==> config.mk <==
export PLATFORM = sky130hd
export DESIGN_NAME = sawtooth_iter_ctrl
export DESIGN_NICKNAME = d
export VERILOG_FILES = /design/src/rtl/sawtooth_iter_ctrl_pkg.sv /design/src/rtl/sawtooth_iter_ctrl_key_extract.sv /design/src/rtl/sawtooth_iter_ctrl.sv
export SDC_FILE = /design/constraint.sdc
export NUM_CORES = 1
export LEC_CHECK = 0
export CORE_MARGIN = 4
export CORE_UTILIZATION = 35
export CTS_BUF_LIST = sky130_fd_sc_hd__clkbuf_8
export DETAILED_ROUTE_END_ITERATION = 6
export PLACE_DENSITY = 0.7
export SLEW_MARGIN = 30
export SYNTH_ARGS = -nofsm -noshare
export SYNTH_HDL_FRONTEND = slang
export SYNTH_SLANG_ARGS = --single-unit
==> constraint.sdc <==
create_clock -name clk -period 7.72 [get_ports clk]
set_input_delay 1.158 -clock clk [delete_from_list [all_inputs] [get_ports clk]]
set_output_delay 1.158 -clock clk [all_outputs]
set_load 0.005 [all_outputs]
==> src/rtl/sawtooth_iter_ctrl_pkg.sv <==
// Shared types and constants for the sawtooth map iteration controller.
package sawtooth_iter_ctrl_pkg;

  typedef enum logic [2:0] {
    ST_IDLE,
    ST_ISSUE,
    ST_WAIT,
    ST_EMIT,
    ST_DONE
  } state_t;

  localparam logic [31:0] FP_ONE = 32'h3F80_0000;

  // The key byte folds the top mantissa byte onto the lowest byte of the word.
  localparam int KEY_HI_LSB = 15;
  localparam int KEY_LO_LSB = 0;

endpackage

==> src/rtl/sawtooth_iter_ctrl_key_extract.sv <==
// Combinational float-to-byte fold producing one keystream byte per map result.
module sawtooth_iter_ctrl_key_extract
  import sawtooth_iter_ctrl_pkg::*;
#(
  parameter int PRECISION = 32
) (
  input  logic [PRECISION-1:0] i_word,
  output logic [7:0]           o_byte
);

  logic w_unused_bits;

  assign o_byte = i_word[KEY_HI_LSB +: 8] ^ i_word[KEY_LO_LSB +: 8];

  // Bits outside the two folded bytes do not contribute to this fold.
  assign w_unused_bits = ^{i_word[PRECISION-1:KEY_HI_LSB+8], i_word[KEY_HI_LSB-1:KEY_LO_LSB+8]};

endmodule

==> src/rtl/sawtooth_iter_ctrl.sv <==
// Sequencer for the sawtooth map unit: seeds, iterates, discards warm-up and emits key bytes.
// Optional response watchdog enabled by defining SAWTOOTH_ITER_WDOG_EN.
module sawtooth_iter_ctrl
  import sawtooth_iter_ctrl_pkg::*;
#(
  parameter int PRECISION   = 32,
  parameter int CNT_W       = 16,
  parameter int WDOG_CYCLES = 64
) (
  input  logic                 clk,
  input  logic                 reset,
  input  logic                 start,
  input  logic [PRECISION-1:0] seed_x,
  input  logic [PRECISION-1:0] epsilon,
  input  logic [CNT_W-1:0]     n_warmup,
  input  logic [CNT_W-1:0]     n_out,
  output logic                 saw_tvalid,
  output logic [PRECISION-1:0] saw_x,
  output logic [PRECISION-1:0] saw_epsilon,
  input  logic                 saw_valid,
  input  logic [PRECISION-1:0] saw_result,
  output logic                 key_valid,
  input  logic                 key_ready,
  output logic [7:0]           key_byte,
  output logic                 busy,
  output logic                 done,
  output logic                 err
);

  state_t               r_state;
  state_t               w_next;
  logic [PRECISION-1:0] r_x;
  logic [PRECISION-1:0] r_eps;
  logic [PRECISION-1:0] r_saw_x;
  logic [CNT_W-1:0]     r_warm_cnt;
  logic [CNT_W-1:0]     r_out_cnt;
  logic [CNT_W-1:0]     r_n_warmup;
  logic [CNT_W-1:0]     r_n_out;
  logic [7:0]           r_key_byte;
  logic [7:0]           w_key;
  logic                 w_start_ok;
  logic                 w_warm_more;
  logic                 w_last;
  logic                 w_timeout;

  sawtooth_iter_ctrl_key_extract #(.PRECISION(PRECISION)) u_key_extract (
    .i_word (saw_result),
    .o_byte (w_key)
  );

  assign w_start_ok  = start && (n_out != '0);
  assign w_warm_more = r_warm_cnt < r_n_warmup;
  assign w_last      = (r_out_cnt + CNT_W'(1)) == r_n_out;

  always_ff @(posedge clk or posedge reset) begin
    if (reset) r_state <= ST_IDLE;
    else       r_state <= w_next;
  end

  always_comb begin
    w_next = r_state;
    case (r_state)
      ST_IDLE:  if (w_start_ok) w_next = ST_ISSUE;
      ST_ISSUE: w_next = ST_WAIT;
      ST_WAIT: begin
        if (saw_valid)      w_next = w_warm_more ? ST_ISSUE : ST_EMIT;
        else if (w_timeout) w_next = ST_DONE;
      end
      ST_EMIT:  if (key_ready) w_next = w_last ? ST_DONE : ST_ISSUE;
      ST_DONE:  w_next = ST_IDLE;
      default:  w_next = ST_IDLE;
    endcase
  end

  always_comb begin
    saw_tvalid = 1'b0;
    key_valid  = 1'b0;
    busy       = 1'b0;
    done       = 1'b0;
    case (r_state)
      ST_ISSUE: begin saw_tvalid = 1'b1; busy = 1'b1; end
      ST_WAIT:  busy = 1'b1;
      ST_EMIT:  begin key_valid = 1'b1; busy = 1'b1; end
      ST_DONE:  done = 1'b1;
      default:  ;
    endcase
  end

  // The issued operand lives in r_saw_x so it holds steady while x is updated mid-WAIT.
  always_ff @(posedge clk or posedge reset) begin
    if (reset) begin
      r_x        <= '0;
      r_eps      <= '0;
      r_saw_x    <= '0;
      r_warm_cnt <= '0;
      r_out_cnt  <= '0;
      r_n_warmup <= '0;
      r_n_out    <= '0;
      r_key_byte <= '0;
    end else begin
      case (r_state)
        ST_IDLE: if (w_start_ok) begin
          r_x        <= seed_x;
          r_saw_x    <= seed_x;
          r_eps      <= epsilon;
          r_warm_cnt <= '0;
          r_out_cnt  <= '0;
          r_n_warmup <= n_warmup;
          r_n_out    <= n_out;
        end
        ST_WAIT: if (saw_valid) begin
          r_x <= saw_result;
          if (w_warm_more) begin
            r_warm_cnt <= r_warm_cnt + CNT_W'(1);
            r_saw_x    <= saw_result;
          end else begin
            r_key_byte <= w_key;
          end
        end
        ST_EMIT: if (key_ready) begin
          r_out_cnt <= r_out_cnt + CNT_W'(1);
          r_saw_x   <= r_x;
        end
        default: ;
      endcase
    end
  end

  assign saw_x       = r_saw_x;
  assign saw_epsilon = r_eps;
  assign key_byte    = r_key_byte;

`ifdef SAWTOOTH_ITER_WDOG_EN
  logic [CNT_W-1:0] r_wdog;
  logic             r_err;

  assign w_timeout = (r_state == ST_WAIT) && !saw_valid && (r_wdog == CNT_W'(WDOG_CYCLES - 1));

  // Counter is held at zero outside WAIT so every entry to WAIT starts a fresh window.
  always_ff @(posedge clk or posedge reset) begin
    if (reset) begin
      r_wdog <= '0;
      r_err  <= 1'b0;
    end else begin
      if (r_state == ST_WAIT && !saw_valid) r_wdog <= r_wdog + CNT_W'(1);
      else                                  r_wdog <= '0;
      if (w_timeout) r_err <= 1'b1;
    end
  end

  assign err = r_err;
`else
  assign w_timeout = 1'b0;
  assign err       = 1'b0;
`endif

endmodule

# Word-level counts from Yosys, hierarchy flattened
# Index checks and enable logic that the tools add are counted.
# word_totals
regBits	171
output_inout_bits	77
wordCells	60
# classes
addsub	2
magnitude_cmp	1
n_eq_ne	9
n_mux	23
bitwise_logic	2
n_reduce_logical	14
# op_table
op	n
two-way mux 32 bit	5
one-hot mux 32 bit (3 select lines)	1
two-way mux 16 bit	4
one-hot mux 16 bit (2 select lines)	2
one-hot mux 32 bit (2 select lines)	1
adder 16 x 1 -> 16 bit (second input constant)	2
equality test 16 bit	1
< comparator 16 bit	1
nonzero test 16 bit	1
two-way mux 3 bit	4
one-hot mux 3 bit (4 select lines)	1
AND reduction 3 bit	4
inequality test 2 bit (second input constant)	4
bitwise XOR 8 bit	1
equality test 3 x 2 -> 1 bit (second input constant)	2
AND reduction 5 bit	1
two-way mux 1 bit	4
AND reduction 4 bit	1
nonzero test 2 bit	2
equality test 3 x 1 -> 1 bit (second input constant)	1
equality test 3 bit (second input constant)	1
logical NOT 3 bit	1
nonzero test 3 bit	1
OR reduction 3 bit	1
4 further kinds	4

# Longest topological paths before layout
# logic_depth
ltp_word	5
ltp_mapped	11

# Hierarchy
# A second synthesis with hierarchy kept.
# hier_totals
hier_cells	968
hier_area_um2	9121.2
# modules_own_cells
module	n_inst	cells_each	area_each_um2	seq_area_each_um2
sawtooth_iter_ctrl	1	960	9051.2	4279.1
sawtooth_iter_ctrl_key_extract	1	8	70.1	0.0

# Least setup slack after synthesis
# OpenSTA, ideal clock, no wires.
# synth_timing
path_type	register -> register
startpoint	register r_warm_cnt[6]
endpoint	register r_saw_x[20] (netlist: saw_x[20])
setup_ps	125
arrival_time_ps	2736
required_ps	7595
slack_ps	4859
path_stages_with_launch	10
n_path_buf	2
cell_sequence	dfrtp_1 > ha_1 > a21o_1 > a221o_1 > a22o_1 > or2_1 > buf_6 > a221oi_4 > buf_6 > mux2_2
# synth_via
elab_chain_len	3
# synth_lines
element	line	text
start, declared	sawtooth_iter_ctrl.sv:35	logic [CNT_W-1:0] r_warm_cnt;
start signal, assigned	sawtooth_iter_ctrl.sv:114	r_warm_cnt <= r_warm_cnt + CNT_W'(1);
< comparator 16 bit	sawtooth_iter_ctrl.sv:52	assign w_warm_more = r_warm_cnt < r_n_warmup;
inequality test 2 bit (no line)	--	
AND reduction 5 bit (no line)	--	
end signal, assigned	sawtooth_iter_ctrl.sv:115	r_saw_x <= saw_result;
end signal, assigned	sawtooth_iter_ctrl.sv:122	r_saw_x <= r_x;
end, declared	sawtooth_iter_ctrl.sv:34	logic [PRECISION-1:0] r_saw_x;
# No other way between the ends.
# A chain may end at the register's enable or synchronous reset.

# Worst setup path after layout
# layout_timing
startpoint	register r_state[2]
endpoint	output key_valid
# layout_via
elab_chain_len	2
# layout_lines
element	line	text
start, declared	sawtooth_iter_ctrl.sv:30	state_t r_state;
start signal, assigned	sawtooth_iter_ctrl.sv:57	else r_state <= w_next;
equality test 3 x 2 -> 1 bit	sawtooth_iter_ctrl.sv:80	case (r_state)
two-way mux 1 bit	sawtooth_iter_ctrl.sv:80	
end, declared	sawtooth_iter_ctrl.sv:22	output logic key_valid,
# No other way between the ends.

==> flow_results.org <==
** Clock tree
- At the later pin of the worst-skew pair, clock insertion delay measures 0.47 ns.
- Buffers inserted to repair hold after CTS numbered 0.
- Post-CTS Setup Repair Bufs :: 0
- The clock passes through at most 2 buffers.
- After clock tree synthesis, the clock-pin slew on the worst setup and hold paths is 0.10 ns.
- Number of H-tree levels :: 4
- Number of gates resized after cts :: 0
- Root buffer selected by CTS :: clkbuf_8
- Inserted Clock Buffers :: 17
- CTS tree :: built
- The clock net in this run drives a total of 171 sinks.

** Route
- Final Routed Wirelength :: 23200 microns
- After detailed routing, the average wire length per cell comes to 15.9 microns.
- Iteration-0 DRC Markers :: 406
- The detailed router put a total of 9990 microns of wire on met1.
- In the routed design, unresolved DRC markers number 0.
- The final route contains 7224 vias.
- The first TritonRoute pass finished after 4 iterations.
- The routed design uses 1570 microns of met3 wire.
- Top routing layer used :: met4
- Antenna-violating nets left :: 0
- Met2 Wirelength :: 11200 microns
- In the routed layout, each cell is associated on average with a via count of 4.96.

** Cells and area
- 0 antenna diodes ended up in the layout.
- In the final design database the tool counted 1268 nets.
- Area added between synthesis and finish :: 31.4%
- Leading cell type in the layout, fill and taps excluded :: nand2_1
- Proportion of layout cells with a drive suffix above 1 :: 8.22%
- Most frequent cells in the layout :: nand2_1, clkdlybuf4s50_1, dfrtp_1, o21ai_0, mux2i_1

** Synth
- Gate count after technology mapping :: 937
- The synthesized netlist devotes 10.7% of its cell area to compound gates.
- Largest family of logic cells by synthesized area :: simple AND/OR/NAND/NOR gates
- Counting flops with an async set or reset pin after synthesis yields a share of 100%.
- Of the total synthesized cell area, the portion taken by XOR and XNOR cells is 3.00%.
- Area of the mapped netlist :: 8770 sq um
- Sequential share of the synthesized area :: 48.8%
- Adder-Cell Fraction of Synth Area :: 2.42%
- Yosys cell types :: 58
- Synthesis warning total :: 0
- Of the post-synthesis cell area, the part taken by muxes is 12.9%.
- #FFs+latches synth :: 171
- Yosys mapped a number of flops with a built-in enable equal to 0.
- In the synthesized netlist the dominant register cell turns out to be dfrtp_1.
- Synth Area per Inst :: 9.36 sq um
- Syn Nets :: 1087
- Of the total synthesized cell area, the portion taken by AND, OR, NAND and NOR gates is 18.4%.

** Placed design
- Summed over all nets, the half-perimeter wirelength after detailed placement is 16300 microns.
- Timing analysis after detailed placement gives a worst setup slack of 3.99 ns.
- Gpl congestion :: 0.802
- Quantity of I/O buffers inserted on ports :: 208

** Critical path
- Data required time at the worst endpoint :: 6.56 ns
- Critical Path AT :: 2.57 ns
- Walking the worst path, the cells encountered are nand2b_2, buf_4, nor2_1, clkdlybuf4s50_1.
- Cell with the largest stage delay on the worst path :: dfrtp_1
- The critical path contains buffers and inverters numbering 2 combined.
- On the worst path, the slowest cell contributes a delay of 0.71 ns.
- Along the worst path, the maximum fanout reaches 65.
- Critical Path Start Type :: flop
- Type of the worst setup path :: flop to output port
- STA classifies the critical path endpoint as an output port.
- Kind of cell with the highest combined delay on the critical path :: buffers and inverters

** Power
- For this design the ratio of total power to cell area is 332 nW/um^2.
- The worst-case IR drop observed on VDD is 0.167 mV.
- In this run the static leakage power is 0.00500 uW.

** Global routing
- Vias in the first global route :: 7337
- Global-route wire length before repair :: 38300 microns
- After global routing the overflow that remains totals 0.
- The initial antenna violation count is 0.
- Global routing consumed, over all layers together, 16.8% of the routing resources.
- Maximum number of pins on one net before global-route repair :: 93

** Floorplanning
- Vertical die dimension :: 166 microns
- Area enclosed by the die boundary :: 27700 sq um
- Cell Rows :: 57
- Area inside the core boundary :: 24500 sq um
- The floorplan step set the die width to 166 microns.
- Starting Density :: 35.9%
- In this run the count of I/O pins placed on the die edge is 210.

** STA
- Static timing analysis puts the maximum clock frequency at 269 MHz.
- Setup repair after global routing missed its margin :: false
- The count of pins over their slew limit came to 0.
- Count of endpoints failing setup in the final report :: 0
- The worst pin sits at a relative slew slack of 37.4%.
- Worst slew pin tran :: 0.937 ns
- The worst path uses 48.2% of the clock period.
- Final Hold Fails :: 0
- Setup TNS Final :: 0 ns
- Final Skew :: 0.0192 ns
- Worst setup margin :: 4.00 ns
- Crit path time final :: 3.72 ns

** Job
- Max-cap violations in this run came to 0.

** Min path
- Worst hold-check path type :: flop to flop

** Run status
- The run finished with clean final reports.
==> per-layer routing <==
layer / global-route usage, % / up-vias
met3: 5.12 / 26
met5: 0 / -
met1: 21.4 / 3466
met2: 27.3 / 173
met4: 5.44 / 0
li1: - / 3559
==> worst reg2reg max path: stages, from the launching register on <==
cell      delay [ns]
dfrtp_1         0.59
nand2b_2        0.31
nor2_4          0.56
buf_4           0.49
and3_1          0.31
or4b_4          0.58
or3_1           0.40
a21oi_1         0.16
==> report_power, final <==
group	leakage (uW)	internal (uW)	switching [uW]
logic	0.00268	874	834
clock network	0.000205	275	395
registers	0.00212	1250	199
==> worst paths after layout <==
check | startpoint | to | slack (ns) | cells past startpoint
setup / recovery | r_state[2] | key_valid | 4.00 | 4
hold / removal | saw_epsilon[14] | saw_epsilon[14] | 0.48 | 2
setup reg to reg | r_state[2] | r_warm_cnt[9] | 4.27 | 7
hold reg to reg | saw_epsilon[14] | saw_epsilon[14] | 0.48 | 2
max in group asynchronous | reset | r_state[0] | 5.55 | 3
min in group asynchronous | reset | r_x[24] | 1.09 | 2
==> sequential cells by signal, summed over array words and instances (netlist names) <==
name and flops:
r_out_cnt 16, r_warm_cnt 16, r_n_warmup 16, saw_x 32, r_n_out 16, key_byte 8, saw_epsilon 32, r_x 32
r_state 3
==> cells by family (layout without fill, tap and decap cells) <==
| family | after synthesis | count (layout) |
|---|---|---|
| other | 1 | 1 |
| adder cells (fa/ha/maj) | 17 | 17 |
| flip-flops | 171 | 171 |
| AND/OR/NAND/NOR | 371 | 371 |
| AO/OA/AOI/OAI | 162 | 162 |
| multiplexers | 108 | 108 |
| XOR/XNOR | 30 | 30 |
| buffers and inverters | 77 | 271 |
==> cells in the mapped netlist (all sizes together), types with 4 or more instances <==
cell type  count  share of area (%)
a21oi         48                2.7
and3           7               0.50
buf           12                1.0
clkbuf        42                1.8
dfrtp        171                 49
ha            17                2.4
inv           23               0.98
mux2          41                5.3
mux2i         67                7.6
nand2        225                9.6
nand2b         7               0.50
nand3         15               0.91
nand4          7               0.50
nor2          63                2.7
nor3           8               0.46
nor4           6               0.43
o21ai         81                4.6
o31ai          7               0.60
or2            4               0.29
or3            9               0.64
xnor2         17                1.7
xor2          13                1.3
==> through the flow <==
step	power [uW]	std cells	utilization, %	cell area [sq um]	hold slack [ns]
detailed placement	3200	1423	45.4	11100	0.462
CTS	3880	1455	47.1	11500	0.486
global placement	3150	1423	45.4	11100	0.458
global route	4140	1455	47.1	11500	0.503
finish	3820	1455	47.1	11500	0.480
floorplan	2480	937	-	8770	0.447
==> final cells by class <==
class                      instances  area [sq um]
clock buffer                      17           234
multi-input combinational        689          4190
fill                            2314         12900
clock inverter                    15           176
inverter                          23          91.3
tap                              324           405
sequential                       171          4280
timing repair buffer             216          2150
(Power assumes the default switching activity.)
